==> src/rtl/cadence_gen.sv <==
// Cadence square-wave generator: IDLE/HIGH/LOW FSM, period in 2^SHIFT clk units.
// Define CADENCE_JITTER_EN to add LFSR-driven jitter to the LOW phase length.
module cadence_gen #(
  parameter int FAST_SIM = 1
) (
  input  logic       clk,
  input  logic       rst_n,
  input  logic       pedal_en,
  input  logic [7:0] cadence_per,
  output logic       cadence,
  output logic       cadence_rise,
  output logic       pedaling
);

  localparam int SHIFT = (FAST_SIM != 0) ? 7 : 16;

  typedef enum logic [1:0] {
    IDLE,
    HIGH,
    LOW
  } state_e;

  state_e      state_q;
  logic [23:0] cnt_q;
  logic [7:0]  per_q;

  logic        valid;
  logic        go;
  logic        enter;
  logic [23:0] h_new;
  logic [23:0] h_cur;
  logic [23:0] low_len;

  assign valid = (cadence_per != 8'h00) && (cadence_per < 8'hE4);
  assign go    = pedal_en & valid;
  assign h_new = {16'h0, cadence_per} << (SHIFT - 1);
  assign h_cur = {16'h0, per_q} << (SHIFT - 1);

  // A new rise happens from IDLE, or at the last LOW clk if still requested
  assign enter = go && ((state_q == IDLE) ||
                        ((state_q == LOW) && (cnt_q == 24'd0)));

`ifdef CADENCE_JITTER_EN
  logic [7:0] lfsr_q;
  logic       lfsr_fb;

  assign lfsr_fb = lfsr_q[7] ^ lfsr_q[5] ^ lfsr_q[4] ^ lfsr_q[3];
  assign low_len = h_cur + ({20'h0, lfsr_q[3:0]} << (SHIFT - 4));

  always_ff @(posedge clk) begin
    if (!rst_n) begin
      lfsr_q <= 8'hA5;
    end else if (enter) begin
      lfsr_q <= {lfsr_q[6:0], lfsr_fb};
    end
  end
`else
  assign low_len = h_cur;
`endif

  always_ff @(posedge clk) begin
    if (!rst_n) begin
      state_q      <= IDLE;
      cnt_q        <= '0;
      per_q        <= '0;
      cadence      <= 1'b0;
      cadence_rise <= 1'b0;
      pedaling     <= 1'b0;
    end else begin
      cadence_rise <= 1'b0;
      if (enter) begin
        state_q      <= HIGH;
        per_q        <= cadence_per;
        cnt_q        <= h_new - 24'd1;
        cadence      <= 1'b1;
        cadence_rise <= 1'b1;
        pedaling     <= 1'b1;
      end else begin
        unique case (state_q)
          IDLE: begin
            cadence  <= 1'b0;
            pedaling <= 1'b0;
          end
          HIGH: begin
            if (cnt_q == 24'd0) begin
              state_q <= LOW;
              cadence <= 1'b0;
              cnt_q   <= low_len - 24'd1;
            end else begin
              cnt_q <= cnt_q - 24'd1;
            end
          end
          LOW: begin
            if (cnt_q == 24'd0) begin
              state_q  <= IDLE;
              pedaling <= 1'b0;
            end else begin
              cnt_q <= cnt_q - 24'd1;
            end
          end
          default: begin
            state_q  <= IDLE;
            cadence  <= 1'b0;
            pedaling <= 1'b0;
          end
        endcase
      end
    end
  end

endmodule

==> config.mk <==
export PLATFORM = sky130hd
export DESIGN_NAME = cadence_gen
export DESIGN_NICKNAME = d
export VERILOG_FILES = /design/src/rtl/cadence_gen.sv
export SDC_FILE = /design/constraint.sdc
export NUM_CORES = 1
export LEC_CHECK = 0
export CORE_MARGIN = 4
export CORE_UTILIZATION = 60
export CTS_BUF_LIST = sky130_fd_sc_hd__clkbuf_2
export CTS_CLUSTER_SIZE = 40
export DETAILED_ROUTE_END_ITERATION = 7
export HOLD_SLACK_MARGIN = 0.03
export PLACE_DENSITY = 0.8
export SLEW_MARGIN = 10
export SYNTH_ARGS = -nofsm -noshare
export SYNTH_HDL_FRONTEND = slang
export SYNTH_SLANG_ARGS = --single-unit
==> constraint.sdc <==
create_clock -name clk -period 3 [get_ports clk]
set_clock_uncertainty 0.05 [all_clocks]
set_input_delay 0.6 -clock clk [delete_from_list [all_inputs] [get_ports clk]]
set_output_delay 0.6 -clock clk [all_outputs]
set_load 0.005 [all_outputs]
==> metrics.txt, run 1 <==
CTS sink cnt=37; hold path cells=2; drc violations=0; DR pass1 iterations=5; number of global-route vias before repair=approximately 2,600; DIE AREA=approximately 5300 µm²; synth warn=0; Max Clk Rate=around 0.37 GHz; count of cell types in the netlist=between 50 and 60; # resized after CTS=0; via/cell ratio=6.639; run status=completed; Util after Layout=a little under three quarters; hold_buf cts=0; Final Cell Area=2895 µm²; gpl congestion=0.9789; Max IR drop VDD=313.9 µV; syn avg cell area=7.586 µm²; Worst slew margin=a little under three fifths; nets=approximately 380; Port Buf Inserts=13; Antenna Violating Nets Remaining=0; final hold violations=0; CTS Buf Count=5; register area=approximately 740 µm²; CTS tree=yes; largest net degree at the start of global routing=19; H-tree levels=2; RSZ-0062 raised after global routing=no; initial antenna violation count=0; Cells after Synth=about 340; Setup crit end kind=flip-flop; area occupied by multi-input gates=1685 µm²; CP required=roughly 3.3 ns; Critical Path AT=3.00 ns; hpwl dp=around 5300 µm; critical path type=reg2reg; Total Routing Usage GR=between 20% and 30%; Final Max Tran Viols=0; top cells by area, synth=dfxtp_1 29%, a21oi_1 5.1%, nand2_1 4.4%; Mapped Area=around 2500 µm²; GRT overflow=0; pwr/cell area=around 520 nW/µm²; post-route insts no fill=roughly 420; Yosys top cell area share=a little under 30%; startpoint type of the worst setup path=flip-flop; Hold Path Class=reg2reg; Top FF cell, synth=dfxtp_1; via count=between 2,000 and 3,000; first-pass GRT wire length=about 12,000 µm; area growth from synthesis to layout=13.93%; Fillers=approximately 330; final WL=between 7000 and 8000 µm; endpoints failing setup=0; Inserted Diodes=0; die width=73.08 µm; Post-synth EDFFs=0; First DRT Iteration DRCs=340; Initial Utilization=between 60% and 70%; clk slew on worst S/H paths=0.19 ns; fin crit period=about 2.7 ns; Yosys top cell by area=dfxtp_1; clock buffer depth=2; WL/cell=~17 µm; num ports=14; LEAKAGE=0.001143 µW; Post-synth ARST share=0%; #FFs+latches synth=37; period utilization=about nine tenths; Cell Area, Placed=about 2900 µm²; Seq/Total Area, Yosys=29.15%; die height=between 70 and 80 µm; Worst Tran Pin Value=~0.65 ns; area of the core=4058 µm²; clk_lat worst skew=about 0.4 ns; Root Buffer=clkbuf_2; Rows=23; Max Cap Violations=0; Setup Buffers After CTS=0; setup TNS=0 ns; CP Max Fanout=13; syn nets=~350; share of cells above drive strength 1=13.42%; Worst Reg-to-Reg Cells=8; dpl cells=407
==> per-stage QoR <==
step                hold slack (ns)  power [µW]  setup slack, ns
floorplan                    0.4027        1079           0.6169
global placement             0.4000        1258          0.08881
detailed placement           0.4021        1274          0.02536
CTS                          0.4249        1499           0.2915
global route                 0.4776        1607          0.05785
finish                       0.4310        1512           0.2624
==> Yosys cell counts, types with 6 or more instances <==
cell,instances
dfxtp_1,37
nor4_1,10
nand4_1,6
inv_1,13
nor3_1,16
xor2_1,8
xnor2_1,8
a31oi_1,6
a21oi_1,26
nor2_1,29
o21ai_0,19
a211oi_1,14
nand2_1,30
clkbuf_1,11
nand3_1,19
or3_1,7
==> layer usage <==
| metal | track usage [%] | wire length, µm |
|---|---|---|
| met5 | 0 | 0 |
| met4 | 11.07 | 166 |
| met3 | 5.372 | 519 |
| met2 | 48.26 | 3422 |
| met1 | 33.81 | 2903 |
==> final cells by class <==
| type | instances | share of cell area (%) |
|---|---|---|
| Sequential cell | 37 | 25.58 |
| Tap cell | 50 | 2.161 |
| Clock buffer | 6 | 1.037 |
| Timing Repair Buffer | 38 | 10.98 |
| Clock inverter | 2 | 0.3457 |
| Multi-Input combinational cell | 269 | 58.21 |
| Inverter | 13 | 1.685 |
==> kinds of logic (layout without fill, tap and decap cells) <==
| group | after synthesis | in the layout | share of synthesized area [%] |
|---|---|---|---|
| and+or+nand+nor | 147 | 147 | 31.66 |
| buffers and inverters | 29 | 59 | 4.530 |
| adders and majority gates | 3 | 3 | 1.477 |
| DFF | 37 | 37 | 29.15 |
| AOI/OAI and AO/OA | 103 | 103 | 27.67 |
| xor gates and xnor gates | 16 | 16 | 5.515 |
==> flip-flops by register name (all words and copies together), names as in the netlist <==
register and count:
cadence 1, cadence_rise 1, cnt_q 24, pedaling 1, per_q 8, state_q 2
==> worst max-delay path: stages, from the launching register on <==
cell	delay, ns
dfxtp_1	0.42
inv_1	0.06
ha_1	0.26
nor4b_4	0.17
and4_1	0.34
a21oi_2	0.40
a221o_1	0.54
o21ai_0	0.17
a221oi_1	0.25
==> cells in the final DEF (no fill, tap or decap), drive strengths merged, types with 5 or more instances in the layout <==
master         synthesis  routed
o21ai                 19      19
inv                   13      13
nand2b                 5       5
nand4                  6       6
a211oi                14      14
xnor2                  8       8
a22oi                  5       5
xor2                   8       8
a31oi                  6       6
a21oi                 28      28
buf                    5      25
nor2                  29      29
nand2                 31      31
clkbuf                11       6
or3                    7       7
clkdlybuf4s50          0      13
nor3                  19      19
nor4                  12      12
nor2b                  5       5
dfxtp                 37      37
a21o                   5       5
nand3                 19      19
==> path summary, 6_finish.rpt <==
check                                           start                     end  slack, ns
worst min register to register  pedaling$_SDFFE_PN0P_   pedaling$_SDFFE_PN0P_       0.43
worst max register to register  cnt_q[0]$_SDFFE_PN0P_  cnt_q[14]$_SDFFE_PN0P_       0.26
worst max-delay path            cnt_q[0]$_SDFFE_PN0P_  cnt_q[14]$_SDFFE_PN0P_       0.26
worst min-delay path            pedaling$_SDFFE_PN0P_   pedaling$_SDFFE_PN0P_       0.43
==> power by group <==
| group | switching, µW | leakage (µW) | internal, µW |
|---|---|---|---|
| Clock | 175 | 0.0000327 | 58.5 |
| Combinational | 373 | 0.000806 | 272 |
| Sequential | 85.2 | 0.000305 | 549 |
| Total | 633 | 0.00114 | 879 |
Note: power is estimated with default switching activity, not from simulation.
==> run 2, diff against run 1 <==
--- a/config.mk
+++ b/config.mk
@@ -12,6 +12,7 @@
 export DETAILED_ROUTE_END_ITERATION = 7
 export HOLD_SLACK_MARGIN = 0.03
 export PLACE_DENSITY = 0.8
+export RECOVER_POWER = 50
 export SLEW_MARGIN = 10
 export SYNTH_ARGS = -nofsm -noshare
 export SYNTH_HDL_FRONTEND = slang
==> run 2 against run 1 <==
Against the previous run: worst hold slack got worse by 0.0042 ns; wire length is 0.61% higher; sequential share of layout area rose by 0.089 points; die area unchanged; clock power is essentially flat; sequential power barely moved; utilization shrank 0.25 points.
==> metrics.txt, run 2 (synthesis results as in run 1) <==
run status=completed; CTS Buf Count=5 (unchanged); LEAKAGE=0.001143 µW (about the same); Port Buf Inserts=13 (unchanged); pre-CTS setup slack=0.02536 ns (unchanged); Worst Tran Pin Value=0.6363 ns (-0.01607 ns); gpl congestion=0.9789 (unchanged); max reg flops=24 (unchanged); initial antenna violation count=0 (unchanged); final WL=7054 µm (+0.61%); WL/cell=17.00 µm (+0.61%); register area=740.7 µm² (unchanged); num ports=14 (unchanged); share of cells above drive strength 1=12.60% (-0.82 points); part of the power in combinational logic=42.3% (-0.3 points); Max IR drop VDD=313.4 µV (-0.16%); hold_buf cts=0 (unchanged); Seq pwr share=42.2% (+0.2 points); area of the core=4058 µm² (unchanged); clk_lat worst skew=0.40 ns (about the same); final hold violations=0 (unchanged); # resized after CTS=0 (unchanged); H-tree levels=2 (unchanged); pwr/cell area=521.1 nW/µm² (-0.21%); Int Pwr=873.6 µW (-0.65%); Hold Path Class=reg2reg; NetSw=629.8 µW (-0.42%); Switching Fraction=41.89% (+0.056 points); clk slew on worst S/H paths=0.19 ns (about the same); critical path type=reg2reg; Hold Startpoint=pedaling$_SDFFE_PN0P_; RSZ-0062 raised after global routing=no; hold path cells=2 (unchanged); hold_ws=0.4268 ns (-0.004216 ns); drc violations=0 (unchanged); Largest Register=cnt_q; most common cell after layout, fill and taps aside=dfxtp_1; Max Clk Rate=0.3636 GHz (-0.47%); clock power share=15.5% (about the same); hold path endpoint=pedaling$_SDFFE_PN0P_; reg-to-reg startpoint=cnt_q[12]$_SDFFE_PN0P_; hpwl dp=5292 µm (unchanged); Rows=23 (unchanged); via/cell ratio=6.573 (-0.98%); Final Max Tran Viols=0 (unchanged); Worst slew margin=57.53% (+1.1 points); largest net degree at the start of global routing=19 (unchanged); registers with the most flip-flops=cnt_q (24), per_q (8), state_q (2); DIE AREA=5341 µm² (unchanged); setup TNS=0 ns (unchanged); die width=73.08 µm (unchanged); GRT overflow=0 (unchanged); CTS sink cnt=37 (unchanged); CP Max Fanout=13 (unchanged); RR Endpoint=cnt_q[4]$_SDFFE_PN0P_; Power Total=1503 µW (-0.56%); period utilization=91.68% (+0.43 points); post-route setup slack=0.2495 ns (-0.01295 ns); First DRT Iteration DRCs=353 (+3.8%); Fillers=334 (+0.91%); Initial Utilization=62.63% (unchanged); number of global-route vias before repair=2,563 (unchanged); Inserted Diodes=0 (unchanged); first-pass GRT wire length=11,790 µm (unchanged); Total Routing Usage GR=27.96% (unchanged); Setup crit end kind=flip-flop; startpoint type of the worst setup path=flip-flop; die height=73.08 µm (unchanged); Antenna Violating Nets Remaining=0 (unchanged); Max Cap Violations=0 (unchanged); clock buffer depth=2 (unchanged); via count=2,728 (-0.98%); CP required=3.30 ns (+0.04 ns); DR pass1 iterations=5 (unchanged); Worst Reg-to-Reg Cells=6 (-2); Critical Path AT=3.05 ns (+0.05 ns); area occupied by multi-input gates=1683 µm² (-0.15%); FF-to-FF setup slack=0.25 ns (about the same); nets=378 (unchanged); post-route insts no fill=415 (unchanged); CTS tree=yes; Root Buffer=clkbuf_2; Setup Buffers After CTS=0 (unchanged); dpl cells=407 (unchanged); fin crit period=2.751 ns (+0.01295 ns); area growth from synthesis to layout=13.54%; endpoints failing setup=0 (unchanged); commonest non-fill, non-tap cells in the layout=37 x dfxtp_1, 31 x nand2_1, 29 x nor2_1
run 2: cell types whose count changed in the layout (fill, tap and decap cells not counted):
cell / before / now
dlygate4sd3_1: 0 / 4
clkdlybuf4s50_1: 13 / 9
clkbuf_1: 0 / 2
nand2_2: 1 / 0
nand2_1: 30 / 31
buf_4: 25 / 23
run 2: routing by layer:
layer	vias to the layer above	track usage [%]	part of all wire [%]
met4	0	11.07	2.2
met1	1283	33.81	43
met5	-	0	0
li1	1322	-	-
met3	17	5.372	5.8
met2	106	48.26	49
run 2: worst max path at each step:
stage | startpoint | to
after CTS | cnt_q[0]$_SDFFE_PN0P_ | cnt_q[14]$_SDFFE_PN0P_
after global placement | cadence_per[0] | cnt_q[10]$_SDFFE_PN0P_
after floorplan | cadence_per[0] | cnt_q[10]$_SDFFE_PN0P_
final | cnt_q[12]$_SDFFE_PN0P_ | cnt_q[4]$_SDFFE_PN0P_
after global routing | cnt_q[12]$_SDFFE_PN0P_ | cnt_q[9]$_SDFFE_PN0P_
after detailed placement | cadence_per[0] | cnt_q[10]$_SDFFE_PN0P_
run 2: worst max-delay path, stage by stage (launching register included):
cell	delay [ns]
dfxtp_1	0.41
nor4_1	0.54
and4_1	0.51
nand2_1	0.22
a221o_1	0.59
a21oi_1	0.24
o211a_1	0.15
run 2: layout make-up:
class,count,area share (%)
repair buffers,38,10.75
flip-flops and latches,37,25.67
multi-input cells,269,58.33
inverters,13,1.691
clock buffers,6,1.041
clock inverters,2,0.3469
well taps,50,2.168
run 2: metrics by stage:
step,instance area (µm²),utilization [%]
5_1_grt,2885,71.11
4_1_cts,2895,71.35
3_3_place_gp,2855,70.37
2_1_floorplan,2541,-
3_5_place_dp,2855,70.37
6_report,2885,71.11
run 2: power by group through the flow:
stage	sequential, µW	clock (µW)	combinational, µW
final	634	233	636
after global routing	646	253	701
after CTS	632	234	634
after detailed placement	643	0	631
after global placement	639	0	619
after floorplan	620	0	460
